File: src/rtl/m_stage_pkg.sv
// ---------------------------------------------------------------------------
// m_stage_pkg
// Shared types for the M-stage memory interface with posted write buffer.
//   mem_mode_e   : Control -> M stage access type (11 behaves as none)
//   mem_busy_e   : SDRAM controller ownership indication
//   mem_op_e     : M stage -> SDRAM controller request
//   mstg_state_e : M-stage SDRAM sequencing FSM states
// ---------------------------------------------------------------------------
package m_stage_pkg;

    typedef enum logic [1:0] {
        MODE_NONE  = 2'b00,
        MODE_READ  = 2'b01,
        MODE_WRITE = 2'b10,
        MODE_RSVD  = 2'b11
    } mem_mode_e;

    typedef enum logic [1:0] {
        BUSY_IDLE  = 2'b00,
        BUSY_CPU   = 2'b01,
        BUSY_SPART = 2'b10,
        BUSY_AUDIO = 2'b11
    } mem_busy_e;

    typedef enum logic [1:0] {
        OP_NONE  = 2'b00,
        OP_READ  = 2'b01,
        OP_WRITE = 2'b10
    } mem_op_e;

    typedef enum logic [2:0] {
        ST_IDLE    = 3'd0,
        ST_WR_REQ  = 3'd1,
        ST_WR_BUSY = 3'd2,
        ST_RD_REQ  = 3'd3,
        ST_RD_BUSY = 3'd4,
        ST_RD_DONE = 3'd5
    } mstg_state_e;

endpackage

File: src/rtl/wb_cam_fifo.sv
// ---------------------------------------------------------------------------
// wb_cam_fifo
// Circular FIFO of {address, data} store entries with a content-addressable
// youngest-match lookup used for store-to-load forwarding.
//   clk, rst_n          : clock, async active-low reset (empties the buffer)
//   push, push_addr/data: enqueue at tail (caller guarantees not full)
//   pop                 : retire head entry (caller guarantees not empty)
//   lookup_addr         : address searched against valid entries
//   full, empty, count  : occupancy
//   head_addr/head_data : oldest entry, presented to the drain logic
//   hit, hit_data       : youngest matching entry, combinational
// ---------------------------------------------------------------------------
module wb_cam_fifo #(
    parameter int ADDR_W = 32,
    parameter int DATA_W = 32,
    parameter int DEPTH  = 4
) (
    input  logic                       clk,
    input  logic                       rst_n,
    input  logic                       push,
    input  logic [ADDR_W-1:0]          push_addr,
    input  logic [DATA_W-1:0]          push_data,
    input  logic                       pop,
    input  logic [ADDR_W-1:0]          lookup_addr,
    output logic                       full,
    output logic                       empty,
    output logic [$clog2(DEPTH):0]     count,
    output logic [ADDR_W-1:0]          head_addr,
    output logic [DATA_W-1:0]          head_data,
    output logic                       hit,
    output logic [DATA_W-1:0]          hit_data
);

    localparam int PW = $clog2(DEPTH);
    localparam int CW = PW + 1;

    logic [ADDR_W-1:0] addr_mem [DEPTH];
    logic [DATA_W-1:0] data_mem [DEPTH];
    logic [DEPTH-1:0]  valid;
    logic [PW-1:0]     head;
    logic [PW-1:0]     tail;
    logic [CW-1:0]     cnt;
    logic [PW-1:0]     idx;

    always_ff @(posedge clk or negedge rst_n) begin
        if (!rst_n) begin
            head  <= '0;
            tail  <= '0;
            cnt   <= '0;
            valid <= '0;
        end else begin
            // Clear on pop before set on push so a reused slot ends up valid.
            if (pop) begin
                valid[head] <= 1'b0;
                head        <= head + PW'(1);
            end
            if (push) begin
                valid[tail] <= 1'b1;
                tail        <= tail + PW'(1);
            end
            case ({push, pop})
                2'b10:   cnt <= cnt + CW'(1);
                2'b01:   cnt <= cnt - CW'(1);
                default: cnt <= cnt;
            endcase
        end
    end

    // Payload storage needs no reset; the valid bits qualify it.
    always_ff @(posedge clk) begin
        if (push) begin
            addr_mem[tail] <= push_addr;
            data_mem[tail] <= push_data;
        end
    end

    assign full      = (cnt == CW'(DEPTH));
    assign empty     = (cnt == '0);
    assign count     = cnt;
    assign head_addr = addr_mem[head];
    assign head_data = data_mem[head];

    // Walk oldest to youngest from the head so the last match wins. The head
    // is skipped while it is being popped: its data is already in SDRAM.
    always_comb begin
        hit      = 1'b0;
        hit_data = '0;
        idx      = '0;
        for (int unsigned i = 0; i < DEPTH; i++) begin
            idx = head + PW'(i);
            if (valid[idx] && (addr_mem[idx] == lookup_addr) && !(pop && (i == 0))) begin
                hit      = 1'b1;
                hit_data = data_mem[idx];
            end
        end
    end

endmodule

File: src/rtl/mem_stage_wb.sv
// ---------------------------------------------------------------------------
// mem_stage_wb
// M-stage memory interface with a posted write buffer. Stores retire into the
// buffer without waiting for SDRAM; loads hitting a buffered store forward
// from the youngest match; load misses go to SDRAM ahead of queued stores.
//   clk, rst_n            : clock, async active-low reset
//   mem_mode              : 00 none, 01 read, 10 write, 11 none
//   data_addr, data_in    : CPU address / store data (held while stalled)
//   data_out              : load data to the CPU
//   mem_stall             : Control must hold the M-stage instruction
//   wb_flush              : stall until the write buffer has fully drained
//   wb_count              : occupied write-buffer entries
//   mem_busy              : controller owner: 00 idle, 01 CPU, 10/11 others
//   mem_op                : registered request: 00 none, 01 read, 10 write
//   sdram_addr, sdram_in  : registered request address / write data
//   sdram_out             : read data from the controller
// ---------------------------------------------------------------------------
module mem_stage_wb
    import m_stage_pkg::*;
#(
    parameter int DATA_W   = 32,
    parameter int ADDR_W   = 32,
    parameter int WB_DEPTH = 4
) (
    input  logic                        clk,
    input  logic                        rst_n,
    input  logic [1:0]                  mem_mode,
    input  logic [ADDR_W-1:0]           data_addr,
    input  logic [DATA_W-1:0]           data_in,
    output logic [DATA_W-1:0]           data_out,
    output logic                        mem_stall,
    input  logic                        wb_flush,
    output logic [$clog2(WB_DEPTH):0]   wb_count,
    input  logic [1:0]                  mem_busy,
    output logic [1:0]                  mem_op,
    output logic [ADDR_W-1:0]           sdram_addr,
    output logic [DATA_W-1:0]           sdram_in,
    input  logic [DATA_W-1:0]           sdram_out
);

    localparam int CW = $clog2(WB_DEPTH) + 1;

    mem_mode_e         mode;
    mem_busy_e         busy;
    mstg_state_e       state;
    mem_op_e           op_q;
    logic [ADDR_W-1:0] addr_q;
    logic [DATA_W-1:0] wdata_q;
    logic [DATA_W-1:0] rd_q;

    logic              is_load;
    logic              is_store;
    logic              drain_active;
    logic              push;
    logic              pop;
    logic              full;
    logic              empty;
    logic [CW-1:0]     count;
    logic [ADDR_W-1:0] head_addr;
    logic [DATA_W-1:0] head_data;
    logic              hit;
    logic [DATA_W-1:0] hit_data;

    assign mode = mem_mode_e'(mem_mode);
    assign busy = mem_busy_e'(mem_busy);

    wb_cam_fifo #(
        .ADDR_W (ADDR_W),
        .DATA_W (DATA_W),
        .DEPTH  (WB_DEPTH)
    ) u_wb (
        .clk         (clk),
        .rst_n       (rst_n),
        .push        (push),
        .push_addr   (data_addr),
        .push_data   (data_in),
        .pop         (pop),
        .lookup_addr (data_addr),
        .full        (full),
        .empty       (empty),
        .count       (count),
        .head_addr   (head_addr),
        .head_data   (head_data),
        .hit         (hit),
        .hit_data    (hit_data)
    );

    always_comb begin
        is_load      = (mode == MODE_READ);
        is_store     = (mode == MODE_WRITE);
        drain_active = (state == ST_WR_REQ) || (state == ST_WR_BUSY);
        // Completion is the controller leaving CPU ownership, whoever takes over.
        pop          = (state == ST_WR_BUSY) && (busy != BUSY_CPU);

        mem_stall = 1'b0;
        if (is_load && !hit && (state != ST_RD_DONE))
            mem_stall = 1'b1;
        if (is_store && full)
            mem_stall = 1'b1;
        if (wb_flush && ((count != '0) || drain_active))
            mem_stall = 1'b1;

        // A held store is only enqueued once, on the cycle it is released.
        push = is_store && !mem_stall;

        if (state == ST_RD_DONE)
            data_out = rd_q;
        else if (is_load && hit)
            data_out = hit_data;
        else
            data_out = rd_q;
    end

    always_ff @(posedge clk or negedge rst_n) begin
        if (!rst_n) begin
            state   <= ST_IDLE;
            op_q    <= OP_NONE;
            addr_q  <= '0;
            wdata_q <= '0;
            rd_q    <= '0;
        end else begin
            case (state)
                ST_IDLE: begin
                    if (is_load && !hit) begin
                        state  <= ST_RD_REQ;
                        op_q   <= OP_READ;
                        addr_q <= data_addr;
                    end else if (!empty) begin
                        state   <= ST_WR_REQ;
                        op_q    <= OP_WRITE;
                        addr_q  <= head_addr;
                        wdata_q <= head_data;
                    end
                end
                ST_WR_REQ: begin
                    if (busy == BUSY_CPU) begin
                        state <= ST_WR_BUSY;
                        op_q  <= OP_NONE;
                    end
                end
                ST_WR_BUSY: begin
                    if (busy != BUSY_CPU)
                        state <= ST_IDLE;
                end
                ST_RD_REQ: begin
                    if (busy == BUSY_CPU) begin
                        state <= ST_RD_BUSY;
                        op_q  <= OP_NONE;
                    end
                end
                ST_RD_BUSY: begin
                    if (busy != BUSY_CPU) begin
                        state <= ST_RD_DONE;
                        rd_q  <= sdram_out;
                    end
                end
                ST_RD_DONE: begin
                    state <= ST_IDLE;
                end
                default: begin
                    state <= ST_IDLE;
                    op_q  <= OP_NONE;
                end
            endcase
        end
    end

    assign mem_op     = op_q;
    assign sdram_addr = addr_q;
    assign sdram_in   = wdata_q;
    assign wb_count   = count;

endmodule

File: config.mk
export PLATFORM = sky130hd
export DESIGN_NAME = mem_stage_wb
export DESIGN_NICKNAME = d
export VERILOG_FILES = /design/src/rtl/m_stage_pkg.sv /design/src/rtl/wb_cam_fifo.sv /design/src/rtl/mem_stage_wb.sv
export SDC_FILE = /design/constraint.sdc
export NUM_CORES = 1
export LEC_CHECK = 0
export CAP_MARGIN = 20
export CORE_UTILIZATION = 65
export CTS_BUF_LIST = sky130_fd_sc_hd__clkbuf_4
export CTS_CLUSTER_SIZE = 40
export DETAILED_ROUTE_END_ITERATION = 7
export GPL_TIMING_DRIVEN = 0
export HOLD_SLACK_MARGIN = 0.03
export PLACE_DENSITY_LB_ADDON = 0.05
export REMOVE_ABC_BUFFERS = 1
export SLEW_MARGIN = 0
export SYNTH_ARGS = -nofsm -noshare
export SYNTH_HDL_FRONTEND = slang
export SYNTH_SLANG_ARGS = --single-unit
File: constraint.sdc
create_clock -name clk -period 11.3 [get_ports clk]
set_clock_uncertainty 0.1 [all_clocks]
set_input_delay 2.26 -clock clk [delete_from_list [all_inputs] [get_ports clk]]
set_output_delay 2.26 -clock clk [all_outputs]
set_load 0.1 [all_outputs]
# [After elaboration in Yosys (flattened, before gate mapping)]
# Memories as Yosys holds them, arrays and structs flattened.
# Index checks and enable logic that the tools add are counted.
[word_totals] ff_bits=112 latchBits=0 mem_bits_rw=256 mem_bits_ro=0 inputBits=103 output_inout_bits=102 n_memories=2
[memory_table] name="u_wb.addr_mem" words=4 width=32 rd=4 rd_clocked_by_memory_dff=0 wr=1 line_no="wb_cam_fifo.sv:37" source="logic [ADDR_W-1:0] addr_mem [DEPTH];"
[memory_table] name="u_wb.data_mem" words=4 width=32 rd=4 rd_clocked_by_memory_dff=0 wr=1 line_no="wb_cam_fifo.sv:38" source="logic [DATA_W-1:0] data_mem [DEPTH];"
[op_classes] addsub=6 n_mul=0 div=0 magnitude_cmp=7 n_eq_ne=24 shifts=0 muxes=43 bitwise_logic=6 n_reduce_logical=30
[op_table] operator="two-way mux 32 bit" n=8
[op_table] operator="equality test 32 bit" n=4
[op_table] operator="two-way mux 3 bit" n=6
[op_table] operator="less-than comparator 2 x 3 -> 1 bit, second input constant" n=5
[op_table] operator="two-way mux 1 bit" n=15
[op_table] operator="one-hot mux 3 bit (5 select lines)" n=1
[op_table] operator="logical AND 1 bit" n=14
[op_table] operator="inequality test 2 x 1 -> 1 bit, second input constant" n=5
[op_table] operator="equality test 3 bit, second input constant" n=3
[op_table] operator="binary-select mux 1 bit (select 2 bit)" n=4
[op_table] operator="two-way mux 4 bit" n=2
[op_table] operator="equality test 2 x 1 -> 1 bit, second input constant" n=3
[op_table] operator="equality test 3 x 2 -> 1 bit, second input constant" n=2
[op_table] operator="zero test 3 bit" n=2
[op_table] operator="two-way mux 2 bit" n=3
[op_table] operator="inequality test 3 bit, second input constant" n=2
[op_table] operator="one-hot mux 2 bit (3 select lines)" n=1
[op_table] operator="one-hot mux 3 bit (2 select lines)" n=1
[op_table] operator="AND reduction 3 bit" n=2
[op_table] operator="AND reduction 5 bit" n=1
[op_table] operator="adder 2 x 1 -> 2 bit, second input constant" n=2
[op_table] operator="adder 2 bit, second input constant" n=2
[op_table] operator="bitwise AND 4 bit" n=1
[op_table] operator="demux 1 bit (select 2 bit)" n=2
[op_table] operator="other kinds (16)" n=25

# [Longest topological paths before layout]
[depth] ltp_word=18 depth_mapped=23

# [By module]
# Synthesis repeated with hierarchy kept, for this count alone.
[unflattened] cells_unflattened=1480 area_unflattened_um2=22308.9
[modules_own_cells] module="wb_cam_fifo" instances=1 cells_each=1120 area_per_inst_um2=17466.8 seq_area_each_um2=7962.6
[modules_own_cells] module="mem_stage_wb" instances=1 cells_each=360 area_per_inst_um2=4842.1 seq_area_each_um2=2527.4

# [Worst setup path after synthesis]
# Ideal clock, no wire load.
[synth_path] kind="input port to output port" startpoint="input data_addr[15]" endpoint="output data_out[10]" arrival_ns=6.806 required_time_ns=8.940 path_slack_ns=2.134 stages=10 n_path_buf=3 path_cell_list="clkbuf_1 > o22ai_1 > or4_1 > a221oi_1 > nand4_1 > and4_1 > buf_6 > nand2b_1 > clkbuf_1 > o31ai_1"
[synth_between] elab_chain_cells=10 word_cells_on_any_way=20
[synth_lines] element="start, declared" line_no="mem_stage_wb.sv:28" source="input logic [ADDR_W-1:0] data_addr,"
[synth_lines] element="equality test 32 bit" line_no="wb_cam_fifo.sv:91" source="if (valid[idx] && (addr_mem[idx] == lookup_addr) && !(pop && (i == 0))) begin"
[synth_lines] element="logical AND 1 bit (2 in a row)" line_no="wb_cam_fifo.sv:91"
[synth_lines] element="two-way mux 1 bit (4 in a row)" line_no="wb_cam_fifo.sv:91"
[synth_lines] element="logical AND 1 bit" line_no="mem_stage_wb.sv:108" source="else if (is_load && hit)"
[synth_lines] element="two-way mux 32 bit (*)" line_no="mem_stage_wb.sv:108"
[synth_lines] element="two-way mux 32 bit (*)" line_no="mem_stage_wb.sv:106" source="if (state == ST_RD_DONE)"
[synth_lines] element="end, declared" line_no="mem_stage_wb.sv:30" source="output logic [DATA_W-1:0] data_out,"
# Mark *: on every way between the ends. The rest lies on a longest branch, timed or not.

# [Final worst setup path]
[layout_path] startpoint="register u_wb.head[0]" endpoint="output data_out[13]"
[layout_between] elab_chain_cells=11 word_cells_on_any_way=33
[layout_lines] element="start, declared" line_no="wb_cam_fifo.sv:40" source="logic [PW-1:0] head;"
[layout_lines] element="start signal, assigned" line_no="wb_cam_fifo.sv:55" source="head <= head + PW'(1);"
[layout_lines] element="branches (longest 9 deep; another with memory (4 x 32 bit))"
[layout_lines] element="two-way mux 32 bit (*)" line_no="mem_stage_wb.sv:108"
[layout_lines] element="two-way mux 32 bit (*)" line_no="mem_stage_wb.sv:106"
# Every way passes the cells marked *. The select of a mux whose other input is x is not followed.

==> flow_summary.yaml <==
worst_setup_path:
  critPathKind: "reg -> out"
  critPathSlowestCell: "clkdlybuf4s15_1"
  crit_top_cell: "buf_16"
  crit_chain: "buf_16 > inv_1 > ha_4 > buf_16 > mux4_2 > xnor2_1 > nand4_1 > a2111oi_1 > nand4_4 > and4_4 > buf_16 > nand2b_2 > buf_12 > o31ai_1 > clkdlybuf4s15_1"
  max_stage_delay_ns: 0.87
  arrival_ns: 8.64
  start_kind: "register"
  crit_fanout: 56
  end_kind: "output pin"
  critical_path_required_ns: 8.94
global_route:
  grt_antenna_before_repair: 5
  grt_overflow: 0
  track_usage: 0.342
  grt_max_degree: 62
  grt_pass1_wl_um: 92100
  first_global_vias: 16200
placement:
  postPlaceCellArea_um2: 25600
  gp_congestion: 0.871
  dp_hpwl_um: 38800
  numPortBuffers: 204
synth:
  seq_area_frac_synth: 0.459
  yosysWarnings: 0
  async_flop_share: 0.304
  synthFlopType: "edfxtp_1"
  synthCells: 1627
  synth_area_per_cell_um2: 14.1
  yosysUniqueCellTypes: 59
  synth_area_um2: 22900
  synth_edf_count: 256
  yosys_register_bits: 368
power_and_ir_drop:
  p_leak_nw: 9.65
  power_density_nw_per_um2: 305
  peakVddDrop_mv: 0.207
  p_total_mw: 8.15
routing:
  drc: 0
  drtIter0Drc: 1685
  first_pass_iters: 6
  wl_per_cell_um: 25.7
  wirelength_um: 59900
  vias: 16100
  viasPerCell: 6.90
  ant_nets: 0
run:
  cap_violations: 0
clock_network:
  cts_root_buf: "clkbuf_4"
  clock-sinks: 368
  cts_buffers: 92
  cts.clk_slew.worst_paths_ns: 0.06
  cts_buffer_depth: 3
  clk_latency_ns: 0.83
  htreeDepth: 3
  cts-hold-fix-buffers: 0
  cts_tree: "done"
floorplanning:
  rows: 68
  die_w_um: 190
  start_util: 0.662
  die_height_um: 190
  die_area_um2: 35900
  placeableCoreArea_um2: 34500
  ioPinCount: 205
layout:
  drive_above_1_share: 0.289
  num-nets-final: 1902
  postLayoutCoreUtil: 0.774
  syn2layout_area_growth_pct: 16.9
  fin_area_um2: 26700
sta:
  period_minus_slack_ns: 11.00
  timing.fmax_ghz: 0.0909
  finalMaxSlewViolations: 0
  setup_viol: 0
  finalHoldViolCount: 0
  min_period_over_period: 0.974
  worstMarginPinSlew_ns: 1.10
  relSlewSlack: 0.267
worst_hold_path:
  hold_class: "reg -> reg"
status:
  outcome: "completed"
==> synthesized netlist by cell type (27+ instances only) <==
master	instances	area (um2)
edfxtp_1	256	7690
mux4_2	240	5410
xnor2_1	113	990
dfrtp_1	112	2800
inv_1	104	390
clkbuf_1	95	357
mux2i_1	73	731
o21ai_0	70	350
mux2_2	61	687
nand4_1	54	338
a21oi_1	47	235
nor2_1	41	154
buf_2	34	170
nand2_1	34	128
nor4b_1	33	289
o31ai_1	33	248
a221o_1	32	320
a211oi_1	27	203
==> cell usage in the layout (no fill, tap or decap), types with 4 or more instances in the layout <==
cell type        synthesis  routed
a211oi_1                27      27
a21o_1                   4       4
a21oi_1                 47      47
a221o_1                 32      32
a221oi_1                 5       4
and2_4                   0       4
buf_12                   0       8
buf_16                   0      19
buf_8                    0       7
clkbuf_2                 0      19
clkbuf_4                 0     147
clkdlybuf4s50_1          0     171
clkinv_1                 0      16
clkinv_2                 0       5
dfrtp_1                112     110
diode_2                  0       4
dlygate4sd2_1            0       8
edfxtp_1               256     256
ha_1                     9       8
inv_1                  104     104
inv_2                    0       4
mux2_1                   9       9
mux2_2                  61      61
mux2i_1                 73      73
mux4_2                 240     240
nand2_1                 34      34
nand2b_1                 7       5
nand3_1                  9       7
nand4_1                 54      54
nor2_1                  41      40
nor3_1                   9       9
nor4b_1                 33      33
o2111ai_1                9       8
o21ai_0                 70      70
o31ai_1                 33      33
xnor2_1                113     113
xor2_1                  19      19
==> logic make-up after synthesis <==
kind of cell	share of synthesized area
muxes	0.303
DFF	0.459
buffers and inverters	0.0536
AOI/OAI and AO/OA	0.0746
and+or+nand+nor	0.0538
xor gates and xnor gates	0.0506
adders and majority gates	0.00580
==> where the power goes <==
group          internal [mW]  total (mW)  switching [mW]
logic                   2.02        5.03            3.01
registers               1.71        1.95           0.235
clock network          0.614        1.17           0.558
total                   4.35        8.15            3.80
==> final timing paths <==
kind	startpoint	endpoint	slack (ns)	cells after the start
setup / recovery	u_wb.head[0]	data_out[13]	0.30	15
hold / removal	sdram_in[20]	sdram_in[20]	0.38	1
setup reg to reg	u_wb.head[0]	sdram_in[3]	3.45	14
hold reg to reg	sdram_in[20]	sdram_in[20]	0.38	1
max in group asynchronous	rst_n	u_wb.head[1]	9.03	2
min in group asynchronous	rst_n	sdram_in[7]	1.29	1
==> worst max-delay path: cells and delay by family (launching register included) <==
family	cells	cell delay, ns
AO/OA/AOI/OAI	2	0.88
adder cells (fa/ha/maj)	1	0.84
multiplexers	1	0.55
AND/OR/NAND/NOR	4	1.55
flip-flops	1	0.83
buffers and inverters	6	2.52
XOR/XNOR	1	0.49
==> flip-flops by register name, indices dropped and copies added, names as in the netlist <==
register / flops
u_wb.valid: 4
u_wb.data_mem: 128
u_wb.tail: 2
u_wb.addr_mem: 128
sdram_addr: 32
mem_op: 2
u_wb.count: 3
state: 3
rd_q: 32
sdram_in: 32
u_wb.head: 2
==> layer usage <==
layer	up-vias	global-route usage	wire (um)
li1	6847	-	-
met1	8126	0.428	21800
met2	913	0.562	30100
met3	165	0.0758	5310
met4	2	0.176	2620
met5	-	0	11
==> what timing repair did <==
action,CTS,global route
setup endpoints to repair,32,24
resized for setup,30,62
setup buffers,1,0
==> metrics by stage <==
step / std cells / setup TNS [ns] / setup slack, ns / hold WS (ns)
floorplan: 1455 / -1168.85 / -13.78 / 0.373
detailed placement: 2149 / 0 / 0.367 / 0.374
global placement: 2114 / -2183.79 / -23.55 / 0.369
global route: 2325 / -0.00210 / -0.00210 / 0.402
CTS: 2323 / 0 / 0.00236 / 0.389
finish: 2327 / 0 / 0.299 / 0.382
==> layout make-up <==
class	instances	area (um2)
diodes	4	10.0
clock buffers	147	1100
clock inverters	26	130
fillers	2101	7820
inverters	104	390
multi-input cells	983	11300
flip-flops and latches	368	10500
well taps	455	569
repair buffers	240	2750
Power figures use the tool's default switching activity.
